## src/rtl/slowclk_rx_pkg.sv

```systemverilog
`default_nettype none
// ============================================================================
// Module      : slowclk_rx_pkg
// Description : Shared definitions for the slow-clock tick receiver: the
//               receiver state encoding and the default values for the
//               synchronizer depth, loss timeout and lock edge count.
// Revision    : 1.0 - initial release
// ============================================================================
package slowclk_rx_pkg;

  // Default synchronizer depth (number of flops between the async input
  // and the first flop allowed to feed logic).
  localparam int c_def_sync_stages = 2;

  // Default loss timeout in CLOCK cycles (one second at 300 MHz).
  localparam int c_def_timeout     = 300000000;

  // Default number of consecutive in-time rising edges needed to lock.
  localparam int c_def_lock_edges  = 3;

  // Width of the edge counter; holds lock edge counts up to 15.
  localparam int c_ec_w            = 4;

  // Receiver state.
  //   ST_SEARCH  : nothing seen since reset or since acquisition failed
  //   ST_ACQUIRE : counting consecutive in-time rising edges
  //   ST_LOCKED  : slow clock present and regular
  //   ST_LOST    : slow clock vanished after having been locked
  typedef enum logic [1:0] {
    ST_SEARCH  = 2'd0,
    ST_ACQUIRE = 2'd1,
    ST_LOCKED  = 2'd2,
    ST_LOST    = 2'd3
  } rx_state_t;

endpackage : slowclk_rx_pkg
`default_nettype wire

```

## src/rtl/bit_sync.sv

```systemverilog
`default_nettype none
// ============================================================================
// Module      : bit_sync
// Description : Single-bit multi-flop synchronizer bringing an asynchronous
//               level into the CLOCK domain. All flops clear asynchronously.
//
// Parameters  : STAGES   - number of flops in the chain (2 to 4)
//
// Ports       : CLOCK    - destination clock, rising edge
//               RESET    - asynchronous active-high reset, clears the chain
//               async_in - asynchronous level to be synchronized
//               sync_out - synchronized level, STAGES cycles after async_in
// Revision    : 1.0 - initial release
// ============================================================================
module bit_sync #(
  parameter int STAGES = 2
) (
  input  logic CLOCK,
  input  logic RESET,
  input  logic async_in,
  output logic sync_out
);

  // Flop chain; bit 0 is the metastability-catching flop, the top bit is
  // the first one considered safe to use.
  logic [STAGES-1:0] r_chain;

  always_ff @(posedge CLOCK or posedge RESET) begin
    if (RESET) begin
      r_chain <= '0;
    end else begin
      r_chain <= {r_chain[STAGES-2:0], async_in};
    end
  end

  assign sync_out = r_chain[STAGES-1];

endmodule : bit_sync
`default_nettype wire

```

## src/rtl/slowclk_tick_rx.sv

```systemverilog
`default_nettype none
// ============================================================================
// Module      : slowclk_tick_rx
// Description : Receives a slow, free-running clock that is asynchronous to
//               CLOCK. Produces a one-cycle TICK per rising edge, tracks
//               whether the slow clock is present and regular (LOCKED) or
//               has disappeared (LOST), and optionally measures its period.
//
// Parameters  : SYNC_STAGES - synchronizer depth, 2 to 4
//               CNT_W       - width of the period counter
//               TIMEOUT     - cycles without a rising edge that mean loss,
//                             2 to 2^CNT_W-1
//               LOCK_EDGES  - consecutive in-time rising edges to lock,
//                             2 to 15
//
// Ports       : CLOCK       - system clock, all logic on its rising edge
//               RESET       - asynchronous active-high reset
//               SLOWCLK_IN  - slow toggling clock, asynchronous to CLOCK
//               TICK        - one-cycle strobe per detected rising edge,
//                             SYNC_STAGES+1 cycles after the input rises
//               LOCKED      - high while the receiver is locked
//               LOST        - high while the slow clock is declared lost
//               PERIOD      - last rising-to-rising period in CLOCK cycles
//
// Build macro : SLOWCLK_TICK_RX_PERIOD_EN
//               defined   - PERIOD is a register updated on each rise that
//                           follows an earlier rise of the same acquisition
//               undefined - PERIOD is constant 0 and its register is absent;
//                           the cycle counter stays because the timeout
//                           depends on it
// Revision    : 1.0 - initial release
// ============================================================================
module slowclk_tick_rx
  import slowclk_rx_pkg::*;
#(
  parameter int SYNC_STAGES = c_def_sync_stages,
  parameter int CNT_W       = 29,
  parameter int TIMEOUT     = c_def_timeout,
  parameter int LOCK_EDGES  = c_def_lock_edges
) (
  input  logic             CLOCK,
  input  logic             RESET,
  input  logic             SLOWCLK_IN,
  output logic             TICK,
  output logic             LOCKED,
  output logic             LOST,
  output logic [CNT_W-1:0] PERIOD
);

  // --------------------------------------------------------------------------
  // Constants
  // --------------------------------------------------------------------------
  localparam logic [CNT_W-1:0]  c_cnt_max    = '1;
  localparam logic [CNT_W-1:0]  c_timeout_m1 = CNT_W'(TIMEOUT - 1);
  localparam logic [c_ec_w-1:0] c_lock_edges = c_ec_w'(LOCK_EDGES);

  // --------------------------------------------------------------------------
  // Signals
  // --------------------------------------------------------------------------
  logic              w_synced;
  logic              r_prev;
  logic              w_rise;
  logic              r_tick;

  logic [CNT_W-1:0]  r_cnt;
  logic [CNT_W-1:0]  w_cnt_inc;
  logic              w_timeout;

  rx_state_t         r_state;
  logic [c_ec_w-1:0] r_ec;
  logic [c_ec_w-1:0] w_ec_next;
  logic              r_locked;
  logic              r_lost;

  // --------------------------------------------------------------------------
  // Input synchronizer and rising-edge detect
  // --------------------------------------------------------------------------
  bit_sync #(
    .STAGES   (SYNC_STAGES)
  ) u_sync (
    .CLOCK    (CLOCK),
    .RESET    (RESET),
    .async_in (SLOWCLK_IN),
    .sync_out (w_synced)
  );

  always_ff @(posedge CLOCK or posedge RESET) begin
    if (RESET) begin
      r_prev <= 1'b0;
    end else begin
      r_prev <= w_synced;
    end
  end

  // Because r_prev clears on reset, an input already high at reset release
  // is seen as one genuine rising edge.
  assign w_rise = w_synced & ~r_prev;

  // TICK is registered so it is glitch-free and fires in every state.
  always_ff @(posedge CLOCK or posedge RESET) begin
    if (RESET) begin
      r_tick <= 1'b0;
    end else begin
      r_tick <= w_rise;
    end
  end

  // --------------------------------------------------------------------------
  // Cycle counter: cycles elapsed since the last rise cycle
  // --------------------------------------------------------------------------
  // Saturating increment. It doubles as the period value: a rise seen while
  // the counter holds N means N+1 cycles separate the two rise cycles.
  assign w_cnt_inc = (r_cnt == c_cnt_max) ? r_cnt : r_cnt + 1'b1;

  always_ff @(posedge CLOCK or posedge RESET) begin
    if (RESET) begin
      r_cnt <= '0;
    end else if (w_rise) begin
      r_cnt <= '0;
    end else begin
      r_cnt <= w_cnt_inc;
    end
  end

  // The counter restarts on every entry into ACQUIRE or LOCKED, so in those
  // states it passes through TIMEOUT-1 exactly once per missing edge. The
  // inequality only matters for states that ignore the timeout.
  assign w_timeout = (r_cnt >= c_timeout_m1);

  // --------------------------------------------------------------------------
  // Lock / loss state machine with registered status outputs
  // --------------------------------------------------------------------------
  assign w_ec_next = r_ec + 1'b1;

  always_ff @(posedge CLOCK or posedge RESET) begin
    if (RESET) begin
      r_state  <= ST_SEARCH;
      r_ec     <= '0;
      r_locked <= 1'b0;
      r_lost   <= 1'b0;
    end else begin
      case (r_state)
        ST_SEARCH: begin
          if (w_rise) begin
            r_state <= ST_ACQUIRE;
            r_ec    <= c_ec_w'(1);
          end
        end

        ST_ACQUIRE: begin
          // A rise always wins over a coincident timeout.
          if (w_rise) begin
            r_ec <= w_ec_next;
            if (w_ec_next >= c_lock_edges) begin
              r_state  <= ST_LOCKED;
              r_locked <= 1'b1;
            end
          end else if (w_timeout) begin
            r_state <= ST_SEARCH;
            r_ec    <= '0;
          end
        end

        ST_LOCKED: begin
          if (!w_rise && w_timeout) begin
            r_state  <= ST_LOST;
            r_ec     <= '0;
            r_locked <= 1'b0;
            r_lost   <= 1'b1;
          end
        end

        ST_LOST: begin
          if (w_rise) begin
            r_state <= ST_ACQUIRE;
            r_ec    <= c_ec_w'(1);
            r_lost  <= 1'b0;
          end
        end

        default: begin
          r_state  <= ST_SEARCH;
          r_ec     <= '0;
          r_locked <= 1'b0;
          r_lost   <= 1'b0;
        end
      endcase
    end
  end

  // --------------------------------------------------------------------------
  // Period measurement
  // --------------------------------------------------------------------------
`ifdef SLOWCLK_TICK_RX_PERIOD_EN
  logic [CNT_W-1:0] r_period;

  // Only a rise that follows an earlier rise of the same acquisition carries
  // a meaningful interval; the first rise out of SEARCH or LOST does not.
  always_ff @(posedge CLOCK or posedge RESET) begin
    if (RESET) begin
      r_period <= '0;
    end else if (w_rise && ((r_state == ST_ACQUIRE) || (r_state == ST_LOCKED))) begin
      r_period <= w_cnt_inc;
    end
  end

  assign PERIOD = r_period;
`else
  assign PERIOD = '0;
`endif

  // --------------------------------------------------------------------------
  // Outputs
  // --------------------------------------------------------------------------
  assign TICK   = r_tick;
  assign LOCKED = r_locked;
  assign LOST   = r_lost;

endmodule : slowclk_tick_rx
`default_nettype wire

```

## config.mk

```make
export PLATFORM = sky130hd
export DESIGN_NAME = slowclk_tick_rx
export DESIGN_NICKNAME = d
export VERILOG_FILES = /design/src/rtl/slowclk_rx_pkg.sv /design/src/rtl/bit_sync.sv /design/src/rtl/slowclk_tick_rx.sv
export SDC_FILE = /design/constraint.sdc
export NUM_CORES = 1
export LEC_CHECK = 0
export ABC_AREA = 0
export CAP_MARGIN = 10
export CORE_MARGIN = 1.5
export CORE_UTILIZATION = 45
export DETAILED_ROUTE_END_ITERATION = 8
export HOLD_SLACK_MARGIN = 0.1
export PLACE_DENSITY = 0.74
export SLEW_MARGIN = 10
export SYNTH_ARGS = -nofsm -noshare
export SYNTH_HDL_FRONTEND = slang
export SYNTH_SLANG_ARGS = --single-unit
```

## constraint.sdc

```tcl
create_clock -name CLOCK -period 3.8 [get_ports CLOCK]
set_clock_uncertainty 0.2 [all_clocks]
set_input_delay 0.76 -clock CLOCK [delete_from_list [all_inputs] [get_ports CLOCK]]
set_output_delay 0.76 -clock CLOCK [all_outputs]
set_load 0.02 [all_outputs]
```

---- After elaboration in Yosys (flattened, before gate mapping) ----
Index checks and enable logic that the tools add are counted.
operators by class
  mux-type cells .......................... 20
  reduce and logical (&&, ||, !) cells .... 10
  equal/unequal tests ..................... 12
  add/subtract/negate cells ............... 2
  bitwise operators ....................... 2
  magnitude comparators ................... 2
operator list
  operator                                                                             number
  29-bit two-way mux                                                                   2
  29-bit by 1-bit adder with 29-bit output, second input constant                      1
  29-bit == test, second input constant                                                1
  29-bit greater-or-equal comparator, second input constant                            1
  4-bit two-way mux                                                                    4
  4-bit case mux with 3 select lines                                                   1
  2-bit two-way mux                                                                    5
  2-bit inequality test, second input constant                                         5
  4-bit AND reduction                                                                  2
  3-bit inequality test, second input constant                                         2
  2-bit case mux with 3 select lines                                                   1
  3-bit AND reduction                                                                  2
  1-bit two-way mux                                                                    5
  4-bit by 1-bit adder with 4-bit output, second input constant                        1
  2-bit == test, second input constant                                                 2
  4-bit by 2-bit greater-or-equal comparator with 1-bit output, second input constant  1
  1-bit case mux with 2 select lines                                                   2
  2-bit nonzero test                                                                   2
  2-bit by 1-bit == test with 1-bit output, second input constant                      1
  2-bit zero test                                                                      1
  2-bit by 1-bit inequality test with 1-bit output, second input constant              1
  2-bit OR reduction                                                                   1
  1-bit bitwise AND                                                                    1
  1-bit logical AND                                                                    1
  other kinds (2)                                                                      2
storage, ports and cells
  register bits after elaboration ......... 41
  input bits .............................. 3

---- Longest topological paths before layout ----
Gate-level depths: netlist of run 1.
  depth after elaboration ................. 6
  gate-level depth with buffers ........... 8

---- By module ----
Synthesis of run 1 repeated with hierarchy kept, for this count alone.
unflattened totals
  cell total of the unflattened synthesis .. 264
  area total of the unflattened synthesis .. 2,477.4 um2
by module, submodules not included
  module           cells each  area an instance (um2)  instances
  slowclk_tick_rx  261         2,423.6                 1
  bit_sync         3           53.8                    1

---- Worst setup path before layout of run 1 ----
Ideal clock, no wire load.
  path kind ............................... register to register
  from .................................... register r_cnt[20]
  to ...................................... register r_state[1]
  arrival ................................. 2.047 ns
  buffers on the path ..................... 0
  library setup time ...................... 0.136 ns
  period minus slack after synthesis ...... 2.383 ns
  cell stages (with the launch flop) ...... 6
  setup slack ............................. 1.417 ns
  path through ............................ dfrtp_1 -> or4_4 -> or3_1 -> a211o_1 -> a2111oi_1 -> nor3_1
on the way
  longest elaborated chain between the ends .. 4
  elaborated cells between the ends (all ways) .. 5
  classes of those cells .................. 1 x order compare; 2 x eq/ne; 2 x reduce/logical
RTL lines
  element                                 RTL line                source
  start, declared                         slowclk_tick_rx.sv:65   logic [CNT_W-1:0] r_cnt;
  start signal, assigned                  slowclk_tick_rx.sv:121  r_cnt <= w_cnt_inc;
  29-bit greater-or-equal comparator *    slowclk_tick_rx.sv:128  assign w_timeout = (r_cnt >= c_timeout_m1);
  1-bit logical AND                       slowclk_tick_rx.sv:165  if (!w_rise && w_timeout) begin
  2-bit inequality test (no source line)  --
  4-bit AND reduction (no source line) *  --
  end signal, assigned                    slowclk_tick_rx.sv:137  r_state <= ST_SEARCH;
  end signal, assigned                    slowclk_tick_rx.sv:166  r_state <= ST_LOST;
  end signal, assigned                    slowclk_tick_rx.sv:175  r_state <= ST_ACQUIRE;
  end, declared                           slowclk_tick_rx.sv:69   rx_state_t r_state;
Mark *: on every way between the ends. The rest lies on a longest branch, timed or not.
A chain may end at the register's enable or synchronous reset.

---- Worst setup path after layout of run 1 ----
  from .................................... register r_prev
  to ...................................... register r_state[0]
on the way
  longest elaborated chain between the ends .. 6
  elaborated cells between the ends (all ways) .. 11
  classes of those cells .................. 4 x eq/ne; 2 x mux; 2 x bitwise; 3 x reduce/logical
RTL lines
  element                                 RTL line                source
  start, declared                         slowclk_tick_rx.sv:61   logic r_prev;
  start signal, assigned                  slowclk_tick_rx.sv:91   r_prev <= w_synced;
  1-bit inverter *                        slowclk_tick_rx.sv:97   assign w_rise = w_synced & ~r_prev;
  1-bit bitwise AND *                     slowclk_tick_rx.sv:97
  1-bit zero test                         slowclk_tick_rx.sv:165
  1-bit logical AND                       slowclk_tick_rx.sv:165
  2-bit inequality test (no source line)  --
  4-bit AND reduction (no source line)    --
  end signal, assigned                    slowclk_tick_rx.sv:166
  end signal, assigned                    slowclk_tick_rx.sv:175
  end signal, assigned                    slowclk_tick_rx.sv:182  r_state <= ST_SEARCH;
Marked as above.

==> impl.org, run 1 <==
** Power and ir drop
- In this run the power spent charging and discharging nets is 0.431 mW.
- In this run, flip-flops and latches consume between 40% and 50% of the power.
- Overall power after layout :: 1.26 mW
- Peak VDD IR :: 0.000169 V
- Leak :: 1.15 nW
- Internal cell power :: 0.831 mW
- Areal power density over the cells :: 449 nW/um2
- The clock network is responsible for 29.2% of the overall power.
- Net switching is 34.1% of the power.
- Part of the total power dissipated in combinational logic :: 28.8%

** Run
- Max-cap violations in this run came to 0.

** Detailed routing
- WL final :: between 5 and 6 mm
- Using the TritonRoute via totals, the vias-per-cell ratio works out to around 5.9.
- Post-DR wirelength/cell :: approximately 14 um
- For this run, design rule violations remaining after detail routing come to 0.
- The first detailed-routing pass took 4 iterations.
- For this block, the initial DRC count from the detailed router was 230.
- Routed Antenna Nets :: 0
- The routed layout has 2248 vias.

** Clocking
- Clock tree synthesis selected as its root buffer the cell sky130_fd_sc_hd__clkbuf_8.
- The longest clock path from root to sink contains 2 buffers.
- Worst-skew pair later-pin latency :: approximately 300 ps
- Clock Sinks :: 41
- CTS tree :: yes
- In this run, post-CTS hold repair placed 0 buffers.
- After clock tree synthesis, the repair step resized 0 gates.
- After clock tree synthesis, the clock-pin slew on the worst setup and hold paths is 90 ps.
- Clock tree synthesis inserted a total of 5 buffers.
- Maximum level of the CTS H-tree :: 2
- Post-CTS timing repair inserted 0 buffers for setup.

** Place
- Timing analysis after detailed placement gives a worst setup slack of 1200 ps.
- Summed over all nets, the half-perimeter wirelength after detailed placement is 3.81 mm.
- GPL Wtd Cong :: between 0.8 and 0.9
- Port bufs :: 5

** Setup path
- Tracing the worst setup path back leads to its startpoint at r_prev$_DFF_PP0_.
- The worst setup path is captured at a register.
- Arr. time, crit path :: around 2600 ps
- Beginning of the worst register-to-register path :: r_prev$_DFF_PP0_
- Type of the setup path with the least slack :: reg2reg
- Worst path required time :: approximately 3800 ps
- In this run the worst path has a maximum fanout of 21.
- Startpoint type of the worst setup path :: register

** Yosys
- Netlist area before placement :: ~2700 um2
- For this run, the leading register cell type out of synthesis is sky130_fd_sc_hd__dfrtp_1.
- Yosys mapped a number of flops with a built-in enable equal to 0.
- Top cells by area in the synthesized netlist :: sky130_fd_sc_hd__dfrtp_1 (38%), sky130_fd_sc_hd__buf_4 (8.1%), sky130_fd_sc_hd__a21oi_1 (4.5%), sky130_fd_sc_hd__or3_1 (4.4%), sky130_fd_sc_hd__nand3_1 (3.6%)
- After synthesis, the mean cell area works out to 8.74 um2.
- Count of unique library cells instantiated by Yosys :: 54
- Synthesis inferred roughly 40 register bits.
- The top cell type by area accounts for 38.4% of the synthesized area.
- Yosys instantiated no cell more often than sky130_fd_sc_hd__dfrtp_1.
- The Yosys step of the flow raised 0 warnings.
- Synthesized instance count :: 306
- Summed over all instances, the cell type with the most area after synthesis is sky130_fd_sc_hd__dfrtp_1.
- Async set or reset register ratio after synthesis :: 100%
- Sequential elements use about two fifths of the synthesized area.
- The commonest cells after synthesis are sky130_fd_sc_hd__dfrtp_1 (41), sky130_fd_sc_hd__buf_4 (29), sky130_fd_sc_hd__a21oi_1 (24).

** Timing
- The worst pin sits at a relative slew slack of 53.1%.
- Unrepaired setup endpoints after global routing :: no
- Number of max-slew violations in the final report :: 0
- The worst path meets setup with 1210 ps of slack.
- Setup TNS Final :: 0 ps
- Pin slew with the least headroom to its limit :: approximately 700 ps
- Setup violations remaining at the end of the flow were counted as 0.
- For this run, the top clock speed supported by timing is 0.386 GHz.
- Number of endpoints with negative hold slack in the final report :: 0
- Minimum clock period after layout :: 2590 ps
- Dividing the final minimum period by the clock period gives about two thirds.

** Floorplan
- In this run the standard cell core region covers 5610 um2.
- Std cell rows :: 27
- Area enclosed by the die boundary :: 6420 um2
- Measured along the y axis, the die boundary spans 80.1 um.
- Once the floorplan was initialized, standard cells occupied roughly 48% of the core.
- Count of boundary I/O pins :: 35
- The die is around 80 um wide.

** Global route
- The first global-routing pass estimated 9.32 mm of wire.
- Residual overflow from global routing :: 0
- Antenna violations before repair :: 0
- Entering global routing, the biggest net connects 42 pins.
- Number of global-route vias before repair :: roughly 1900
- Global-route usage over all layers :: 18.7%

** Run status
- Run status :: finished, final reports clean

** Hold path
- Class of the worst hold path :: reg2reg
- The worst hold path begins at u_sync.r_chain[0]$_DFF_PP0_.

** Final layout
- Layout cell share with drive strength beyond 1 :: 6.47%
- Ant diodes :: 0
- Count of nets after finishing :: 318
- Fill cells in the final layout number about 540.
- From synthesis to final layout, the design area changed by 4.96%.
-- registers in the layout, summed over array words and instances, names as in the netlist --
register,count
r_state,2
r_prev,1
u_sync.r_chain,2
r_cnt,29
LOST,1
r_ec,4
TICK,1
LOCKED,1
-- metrics by stage --
step                      util, %  std cells  cell area, um2  hold slack [ps]
after floorplan                 -        334            2780              131
after global placement       48.0        373            2690              134
after detailed placement     48.0        373            2690              138
after CTS                    50.1        381            2810              156
after global routing         50.1        381            2810              160
final                        50.1        381            2810              153
-- power by group through the flow --
stage               registers [mW]  clock network (mW)  logic (mW)
finish                       0.529               0.369       0.364
global route                 0.538               0.399       0.411
CTS                          0.528               0.381       0.364
detailed placement           0.536                   0       0.364
global placement             0.534                   0       0.349
floorplan                    0.527                   0       0.306
-- worst paths after layout --
path / end / slack (ps) / cells past startpoint
setup / recovery: r_state[0]$_DFFE_PP0P_ / 1210 / 7
hold / removal: u_sync.r_chain[1]$_DFF_PP0_ / 150 / 0
setup reg to reg: r_state[0]$_DFFE_PP0P_ / 1210 / 7
hold reg to reg: u_sync.r_chain[1]$_DFF_PP0_ / 150 / 0
max in group asynchronous: r_cnt[4]$_DFFE_PP0P_ / 2140 / 3
min in group asynchronous: r_cnt[21]$_DFFE_PP0P_ / 610 / 2
-- cells by family after synthesis --
group	Yosys count	synth area share (%)
and+or+nand+nor	119	26.0
AOI/OAI and AO/OA	80	19.2
buffers and inverters	55	12.0
DFF	41	38.4
adders and majority gates	7	3.27
muxes	2	0.748
other	1	0.140
xor gates and xnor gates	1	0.327
-- per-layer routing --
metal  up-vias  share of wire (%)  global-route usage, %
li1       1088                  -                      -
met1      1079                 49                   27.1
met2        76                 45                   27.3
met3         5                5.6                   3.86
met4         0               0.86                   6.72
met5         -                  0                      0
-- final cells by class --
cell class,instances,area [um2],area share [%]
multi-input cells,238,1440,51.4
flip-flops and latches,41,1030,36.5
well taps,72,90.1,3.21
repair buffers,10,87.6,3.12
clock buffers,7,86.3,3.07
inverters,12,45.0,1.60
clock inverters,1,30.0,1.07
-- worst max-delay path: stages (launching register included) --
cell	delay, ps
sky130_fd_sc_hd__dfrtp_1	370
sky130_fd_sc_hd__nand2b_1	350
sky130_fd_sc_hd__clkinv_1	150
sky130_fd_sc_hd__buf_4	260
sky130_fd_sc_hd__o21ai_1	240
sky130_fd_sc_hd__or3_1	460
sky130_fd_sc_hd__and4_4	190
sky130_fd_sc_hd__a2111oi_2	270
-- layout by cell type, fill, tap and decap left out, types with 2 or more instances in the layout --
| master | synthesis | layout |
|---|---|---|
| sky130_fd_sc_hd__and3_1 | 5 | 5 |
| sky130_fd_sc_hd__nor4_1 | 5 | 5 |
| sky130_fd_sc_hd__ha_1 | 7 | 7 |
| sky130_fd_sc_hd__a211oi_1 | 2 | 2 |
| sky130_fd_sc_hd__or4_1 | 12 | 12 |
| sky130_fd_sc_hd__dfrtp_1 | 41 | 41 |
| sky130_fd_sc_hd__and2_1 | 3 | 3 |
| sky130_fd_sc_hd__o31ai_1 | 10 | 10 |
| sky130_fd_sc_hd__o21a_1 | 3 | 3 |
| sky130_fd_sc_hd__clkdlybuf4s50_1 | 0 | 5 |
| sky130_fd_sc_hd__buf_4 | 29 | 5 |
| sky130_fd_sc_hd__inv_1 | 11 | 11 |
| sky130_fd_sc_hd__and4_1 | 2 | 2 |
| sky130_fd_sc_hd__o211ai_1 | 4 | 4 |
| sky130_fd_sc_hd__nand2_1 | 19 | 19 |
| sky130_fd_sc_hd__clkbuf_8 | 0 | 6 |
| sky130_fd_sc_hd__conb_1 | 1 | 29 |
| sky130_fd_sc_hd__nand3b_1 | 2 | 2 |
| sky130_fd_sc_hd__or3_1 | 19 | 19 |
| sky130_fd_sc_hd__nand4_1 | 7 | 7 |
| sky130_fd_sc_hd__nor2_1 | 8 | 8 |
| sky130_fd_sc_hd__a21oi_1 | 24 | 24 |
| sky130_fd_sc_hd__nand3_1 | 19 | 19 |
| sky130_fd_sc_hd__a31oi_1 | 2 | 2 |
| sky130_fd_sc_hd__nor3_1 | 9 | 9 |
| sky130_fd_sc_hd__o21ai_0 | 18 | 18 |
| sky130_fd_sc_hd__o311ai_0 | 3 | 3 |
| sky130_fd_sc_hd__mux2i_1 | 2 | 2 |
Note: power is estimated with default switching activity, not from simulation.
==> inputs of run 2 (changes only) <==
- PLACE_DENSITY: 0.74 -> 0.77
- clock period: 3.8 -> 2.1 ns (I/O delays scaled with it)
==> run 2 against run 1 <==
Net effect: largest cell class unchanged; global-route usage grew 2.2 points; first-iteration DRC count grew 4.3%; the flow now finishes with violations (setup timing); highest routed layer unchanged; critical endpoint is now r_state[1]$_DFFE_PP0P_; clock power grew 59%.
==> impl.org, run 2 (synthesized netlist as in run 1, its figures left out) <==
** Final layout
- Layout area overhead :: 30.1%
- Summing all multi-input logic gate instances after layout gives 1630 um2.
- Leading cell type in the layout, fill and taps excluded :: sky130_fd_sc_hd__buf_4
- Count of fill cells added during filler insertion :: roughly 470
- Commonest cells after routing, fill and taps aside :: sky130_fd_sc_hd__buf_4 (53), sky130_fd_sc_hd__dfrtp_1 (41), sky130_fd_sc_hd__conb_1 (29), sky130_fd_sc_hd__nand2_1 (19), sky130_fd_sc_hd__nand3_1 (18)
- Excluding fillers, the count of instances in the completed layout stands at 440.
- Sequential cell area in the final layout :: 1030 um2
- At the end of the flow, the number of nets in the layout was roughly 380.
- The register with the most flip-flops in the layout has 29 of them.
- Ant diodes :: 0
- Cells with a size suffix above 1 make up 31.5% of the layout.
- Biggest registers after layout :: r_cnt x29, r_ec x4
- Ranked by flip-flop count, first place goes to r_cnt.

** Place
- Including well taps, the total number of placed cells is around 420.
- Post-detail-place hpwl :: approximately 4.4 mm
- The congestion estimate from routability-driven global placement came to between 0.8 and 0.9.
- Port buffering added 5 buffers.
- Before CTS, the worst setup slack after placement is -265 ps.

** Detailed routing
- Count of unresolved DRC violations after routing :: 0
- For this block, the routed nets add up to 6.97 mm of wire.
- Vias per cell :: 5.91
- After the first detailed-routing iteration, the DRC count stood at 240.
- The routed layout has ~2600 vias.
- Dividing the detail-routed wire length by the instance count gives 15.8 um.
- Once detail routing completed, the nets flagged for antenna violations numbered 0.
- Detailed-router iteration count before antenna repair :: 4

** Global route
- In the global route stage, overall resource usage came out at 20.9%.
- The total overflow left after global routing is 0.
- Wire length of the first global-routing pass :: 10.4 mm
- Number of global-route vias before repair :: 2212
- Antenna violations before repair :: 0
- Entering global routing, the biggest net connects 42 pins.

** Setup path
- The largest single stage delay on the critical path is 540 ps.
- STA classifies the critical path startpoint as a register.
- The worst register-to-register path has a setup slack of -250 ps.
- Cell count of the worst reg-to-reg path :: 5
- In this run the critical register-to-register path is captured at r_state[1]$_DFFE_PP0P_.
- Crit. Startpoint :: r_cnt[19]$_DFFE_PP0P_
- Arr. time, crit path :: 2360 ps
- The critical path is of the reg2reg type.
- Walking the worst path, the cells encountered are or4_4 > or3_4 > a211o_4 > and4_2 > nor3_1.
- Worst path required time :: 2120 ps
- The slowest stage of the critical path belongs to the cell sky130_fd_sc_hd__or4_4.
- Beginning of the worst register-to-register path :: r_cnt[19]$_DFFE_PP0P_
- Maximum fanout along the worst path :: 5
- In this run the worst setup path terminates at r_state[1]$_DFFE_PP0P_.
- Worst setup EP type :: register

** Power and ir drop
- Peak VDD IR :: 0.000474 V
- In this run the static leakage power is 1.50 nW.
- Dividing total power by cell area gives a power density of 755 nW/um2.

** Timing
- The number of failing hold endpoints at the final stage was 0.
- For the finished layout, the period the worst path requires is around 2300 ps.
- Number of max-slew violations in the final report :: 0
- Setup violations remaining at the end of the flow were counted as 10.
- Setup repair after global routing could not meet its margin everywhere.
- After routing, the total negative slack on setup checks comes to -1750 ps.
- Fmax :: 0.426 GHz
- Post-route worst setup slack :: -247 ps
- On the final layout, the worst hold slack is between 150 and 200 ps.
- The worst path uses 112% of the clock period.

** Clocking
- CTS tree :: yes
- CTS built an H-tree with a depth of 2.
- After clock tree synthesis, the clock-pin slew on the worst setup and hold paths is 80 ps.
- TritonCTS created 5 clock buffers.
- Maximum number of buffers from clock root to sink :: 2
- Hold-fix buffer count after cts :: 0
- Worst-skew pair later-pin latency :: 300 ps
- CTS placed an instance of sky130_fd_sc_hd__clkbuf_8 at the clock tree root.
- The tree built by TritonCTS fans out to between 40 and 50 sinks.

** Run status
- The checks that failed: setup timing.
- Run status :: complete, but fails checks

** Floorplan
- Die span in x :: 80.1 um
- Count of boundary I/O pins :: 35
- The initial utilization of the core area, before any placement, comes to 47.7%.
- The die is 80.1 um tall.
- Floorplan core area :: 5610 um2
- The die covers 6420 um2.
- Std cell rows :: 27

** Hold path
- Class of the worst hold path :: reg2reg

** Run
- Max cap viols :: 0
## run 2: worst min-delay path by stage
stage	slack, ps	from	endpoint	cells past startpoint
after detailed placement	150	u_sync.r_chain[0]$_DFF_PP0_	u_sync.r_chain[1]$_DFF_PP0_	0
final	160	u_sync.r_chain[0]$_DFF_PP0_	u_sync.r_chain[1]$_DFF_PP0_	0
after CTS	170	u_sync.r_chain[0]$_DFF_PP0_	u_sync.r_chain[1]$_DFF_PP0_	0
after global routing	190	u_sync.r_chain[0]$_DFF_PP0_	u_sync.r_chain[1]$_DFF_PP0_	0
after floorplan	130	u_sync.r_chain[0]$_DFF_PP0_	u_sync.r_chain[1]$_DFF_PP0_	0
after global placement	140	u_sync.r_chain[0]$_DFF_PP0_	u_sync.r_chain[1]$_DFF_PP0_	0
## run 2: critical path, delay by kind of cell, from the launching register on
kind,cells,cell delay (ps)
AO/OA/AOI/OAI,1,320
AND/OR/NAND/NOR,4,1360
flip-flops,1,390
## run 2: metal layers
metal / part of all wire, % / track usage [%] / up-vias / wire [um]
met5: 0 / 0 / - / 0
met4: 1.7 / 7.93 / 0 / 121
met3: 5.7 / 3.41 / 12 / 396
met2: 49 / 32.6 / 105 / 3440
met1: 43 / 28.8 / 1269 / 3010
li1: - / - / 1215 / -
## run 2: power breakdown
part	internal [mW]	switching (mW)	leakage [nW]	total, mW
Sequential	0.863	0.0744	0.555	0.938
Combinational	0.528	0.575	0.889	1.10
Clock	0.298	0.289	0.0542	0.586
Total	1.69	0.938	1.50	2.63
## run 2: timing repair
item                       4_1_cts  5_1_grt
setup endpoints to repair        9       34
gates resized for setup          5       53
gates cloned                     0        5
buffers inserted                 1       10
pin swaps                        0       20
## run 2: metrics by stage
step | instance area, um2 | utilization (%) | power (mW)
final | 3480 | 62.0 | 2.63
after global routing | 3480 | 62.0 | 2.77
after CTS | 3210 | 57.2 | 2.53
after detailed placement | 3060 | 54.6 | 1.92
after global placement | 3060 | 54.6 | 1.89
after floorplan | 2810 | - | 1.55
## run 2: cell type report
class	instances	area share (%)
clock buffer	7	2.77
clock inverter	1	0.144
inverter	12	1.29
sequential	41	29.5
tap	72	2.59
multi-input combinational	238	47.0
timing repair buffer	69	16.8
==> inputs of run 3 (changes only) <==
- CORE_UTILIZATION: 45 -> 50
- PLACE_DENSITY: 0.77 -> 0.83
==> run 3 against run 2 <==
Net effect: the run still ends with setup timing left; die area decreased by 9.6%; via count increased by 5.8%; register-to-register slack got worse by 60 ps; critical path depth unchanged; cell count decreased by 1.8%; sequential power about the same; count of clock-buffer cells in the layout unchanged; first-iteration DRC count increased by 13%; combinational power increased by 5%; core utilization increased by 7.3 points; highest routed layer unchanged; critical endpoint is now r_state[0]$_DFFE_PP0P_; wire length increased by 19%.
==> impl.org, run 3 (synthesized netlist as in run 1, its figures left out) <==
** Timing
- Pin slew with the least headroom to its limit :: 513 ps
- Once routing completed, OpenROAD measured the worst setup slack at -305 ps.
- For the final routed database, the setup TNS stands at -3160 ps.
- Setup repair after global routing could not meet its margin everywhere.
- Based on the critical path, the design can be clocked at up to just over 0.4 GHz.
- Minimum clock period after layout :: 2410 ps
- Number of max-slew violations in the final report :: 0
- Number of endpoints with negative hold slack in the final report :: 0
- The final critical path takes up 115% of the cycle.
- Headroom to the max-slew limit came out at approximately 65%.
- # setup viols final :: 30
- The tightest hold path in the finished design has a slack of 153 ps.

** Final layout
- Biggest registers after layout :: r_cnt x29, r_ec x4
- Layout cell share with drive strength beyond 1 :: 34.8%
- Commonest cells after routing, fill and taps aside :: sky130_fd_sc_hd__buf_4 (47), sky130_fd_sc_hd__dfrtp_1 (40), sky130_fd_sc_hd__conb_1 (29), sky130_fd_sc_hd__nand2_1 (19), sky130_fd_sc_hd__nand3_1 (16)
- Counting flops per register, the top entry is r_cnt.
- The repair_antennas step left the layout with diodes totalling 0.
- Layout area overhead :: 33.2%
- The multi-input combinational cells in the finished layout cover a total of 1710 um2.
- Fill cells in the final layout number 359.
- Leading cell type in the layout, fill and taps excluded :: sky130_fd_sc_hd__buf_4
- Registers take approximately 1000 um2.
- Max FFs per register :: 29
- Count of nets after finishing :: 372

** Floorplan
- For this configuration, the core starts out at a cell density of 52.0%.
- Std cell rows :: 26
- For this design the top-level I/O count stands at 35.
- The die is 76.1 um tall.
- Die span in x :: ~76 um
- Floorplan core area :: 5140 um2
- Area enclosed by the die boundary :: ~5800 um2

** Setup path
- Data arrives at the worst endpoint at between 2000 and 2500 ps.
- For this run, the slowest stage of the critical path takes between 500 and 600 ps.
- Type of the setup path with the least slack :: reg2reg
- STA puts the critical path data required time at about 2100 ps.
- Worst setup EP type :: register
- STA classifies the critical path startpoint as a register.
- Critical path's slowest cell :: sky130_fd_sc_hd__or4_4
- Maximum fanout along the worst path :: 5
- Cell Chain, Critical Path :: or4_4 > or3_1 > a211o_4 > a21oi_1 > a2111oi_4

** Detailed routing
- After detailed routing, the number of remaining DRC violations is 0.
- WL final :: 8.28 mm
- For this run, the detailed router's first-pass iteration total came to 5.
- Number of vias in the routed layout :: 2751
- The first routing iteration left 271 violations.
- Routed Antenna Nets :: 0
- After detailed routing, the number of vias per cell comes to 6.37.
- After detailed routing, the average wire length per cell comes to ~19 um.

** Clocking
- Clock Sinks :: 41
- Maximum number of buffers from clock root to sink :: 2
- The number of clock buffers added by TritonCTS is 5.
- After clock tree synthesis, the clock-pin slew on the worst setup and hold paths is 80 ps.
- The root buffer cell chosen for the clock tree is sky130_fd_sc_hd__clkbuf_8.
- TritonCTS built the clock tree.
- Clock latency on the worst-skew pair, taken at its later pin, is around 310 ps.
- Hold repair after CTS inserted 0 buffers.
- CTS built an H-tree with a depth of 2.

** Power and ir drop
- Leak :: roughly 1.5 nW
- Peak VDD IR :: 0.000791 V
- In this run the power density over the cells is 737 nW/um2.

** Global route
- Global-route usage over all layers :: 22.2%
- The via count of the first global-routing pass was roughly 2200.
- The first global-routing pass estimated 10.4 mm of wire.
- The number of antenna violations at the first check in global routing was 0.
- Entering global routing, the biggest net connects 42 pins.
- After global routing the overflow that remains totals 0.

** Place
- Port bufs :: 5
- Pre-CTS setup slack :: -245 ps
- GPL Wtd Cong :: between 0.9 and 1
- Summed over all nets, the half-perimeter wirelength after detailed placement is 4.33 mm.

** Run
- Max cap viols :: 0

** Hold path
- The min-delay analysis places its worst path in the category reg2reg.

** Run status
- The final reports fail on setup timing.
- The flow ran to the end, but the final reports show violations.
run 3: cell types whose count changed in the layout (fill, tap and decap cells not counted), moves of 3 or more:
| cell | previous run | this run |
|---|---|---|
| sky130_fd_sc_hd__o21ai_2 | 7 | 10 |
| sky130_fd_sc_hd__clkbuf_16 | 0 | 3 |
| sky130_fd_sc_hd__a21oi_2 | 7 | 11 |
| sky130_fd_sc_hd__buf_6 | 8 | 5 |
| sky130_fd_sc_hd__or3_4 | 2 | 6 |
| sky130_fd_sc_hd__or3_1 | 17 | 13 |
| sky130_fd_sc_hd__o21ai_0 | 9 | 6 |
| sky130_fd_sc_hd__a21oi_1 | 17 | 13 |
| sky130_fd_sc_hd__buf_4 | 53 | 47 |
run 3: path summary, 6_finish.rpt:
kind                                             start                          end  slack, ps  cells past startpoint
min in group asynchronous                        RESET         r_cnt[9]$_DFFE_PP0P_        270                      3
min                        u_sync.r_chain[0]$_DFF_PP0_  u_sync.r_chain[1]$_DFF_PP0_        150                      0
min reg2reg                u_sync.r_chain[0]$_DFF_PP0_  u_sync.r_chain[1]$_DFF_PP0_        150                      0
max in group asynchronous                        RESET         r_cnt[7]$_DFFE_PP0P_       1220                      3
max                              r_cnt[19]$_DFFE_PP0P_       r_state[0]$_DFFE_PP0P_       -310                      5
max reg2reg                      r_cnt[19]$_DFFE_PP0P_       r_state[0]$_DFFE_PP0P_       -310                      5
run 3: cell type report:
class / instances / share of cell area [%]
inverters: 12 / 1.26
repair buffers: 64 / 17.1
flip-flops and latches: 41 / 28.8
well taps: 70 / 2.46
clock buffers: 7 / 2.42
multi-input cells: 238 / 47.9
run 3: per-stage QoR:
step / cells / instance area [um2] / utilization, % / power (mW)
after floorplan: 334 / 2810 / - / 1.55
after global placement: 410 / 3040 / 59.1 / 1.85
after detailed placement: 410 / 3040 / 59.1 / 1.87
after CTS: 417 / 3160 / 61.5 / 2.42
after global routing: 432 / 3560 / 69.3 / 2.71
final: 432 / 3560 / 69.3 / 2.63
run 3: timing repair:
item                       CTS  global route
setup buffers                0             9
gates cloned                 0             6
gates resized for setup      5            73
setup endpoints to repair   17            34
hold endpoints to repair     0             0
pin swaps                    1            36
run 3: routing by layer:
layer / vias up / GRT usage (%) / part of all wire, % / routed length (um)
li1: 1202 / - / - / -
met1: 1331 / 27.8 / 39 / 3230
met2: 181 / 37.8 / 50 / 4110
met3: 37 / 3.95 / 7.7 / 637
met4: 0 / 9.26 / 3.6 / 298
met5: - / 0 / 0 / 0
run 3: where the power goes:
part / switching (mW) / internal (mW)
combinational: 0.647 / 0.502
sequential: 0.0757 / 0.863
clock: 0.277 / 0.261
run 3: critical path, delay by kind of cell (launching register included):
| kind | cells | cell delay, ps |
|---|---|---|
| AOI/OAI and AO/OA | 3 | 720 |
| DFF | 1 | 400 |
| and+or+nand+nor | 2 | 950 |
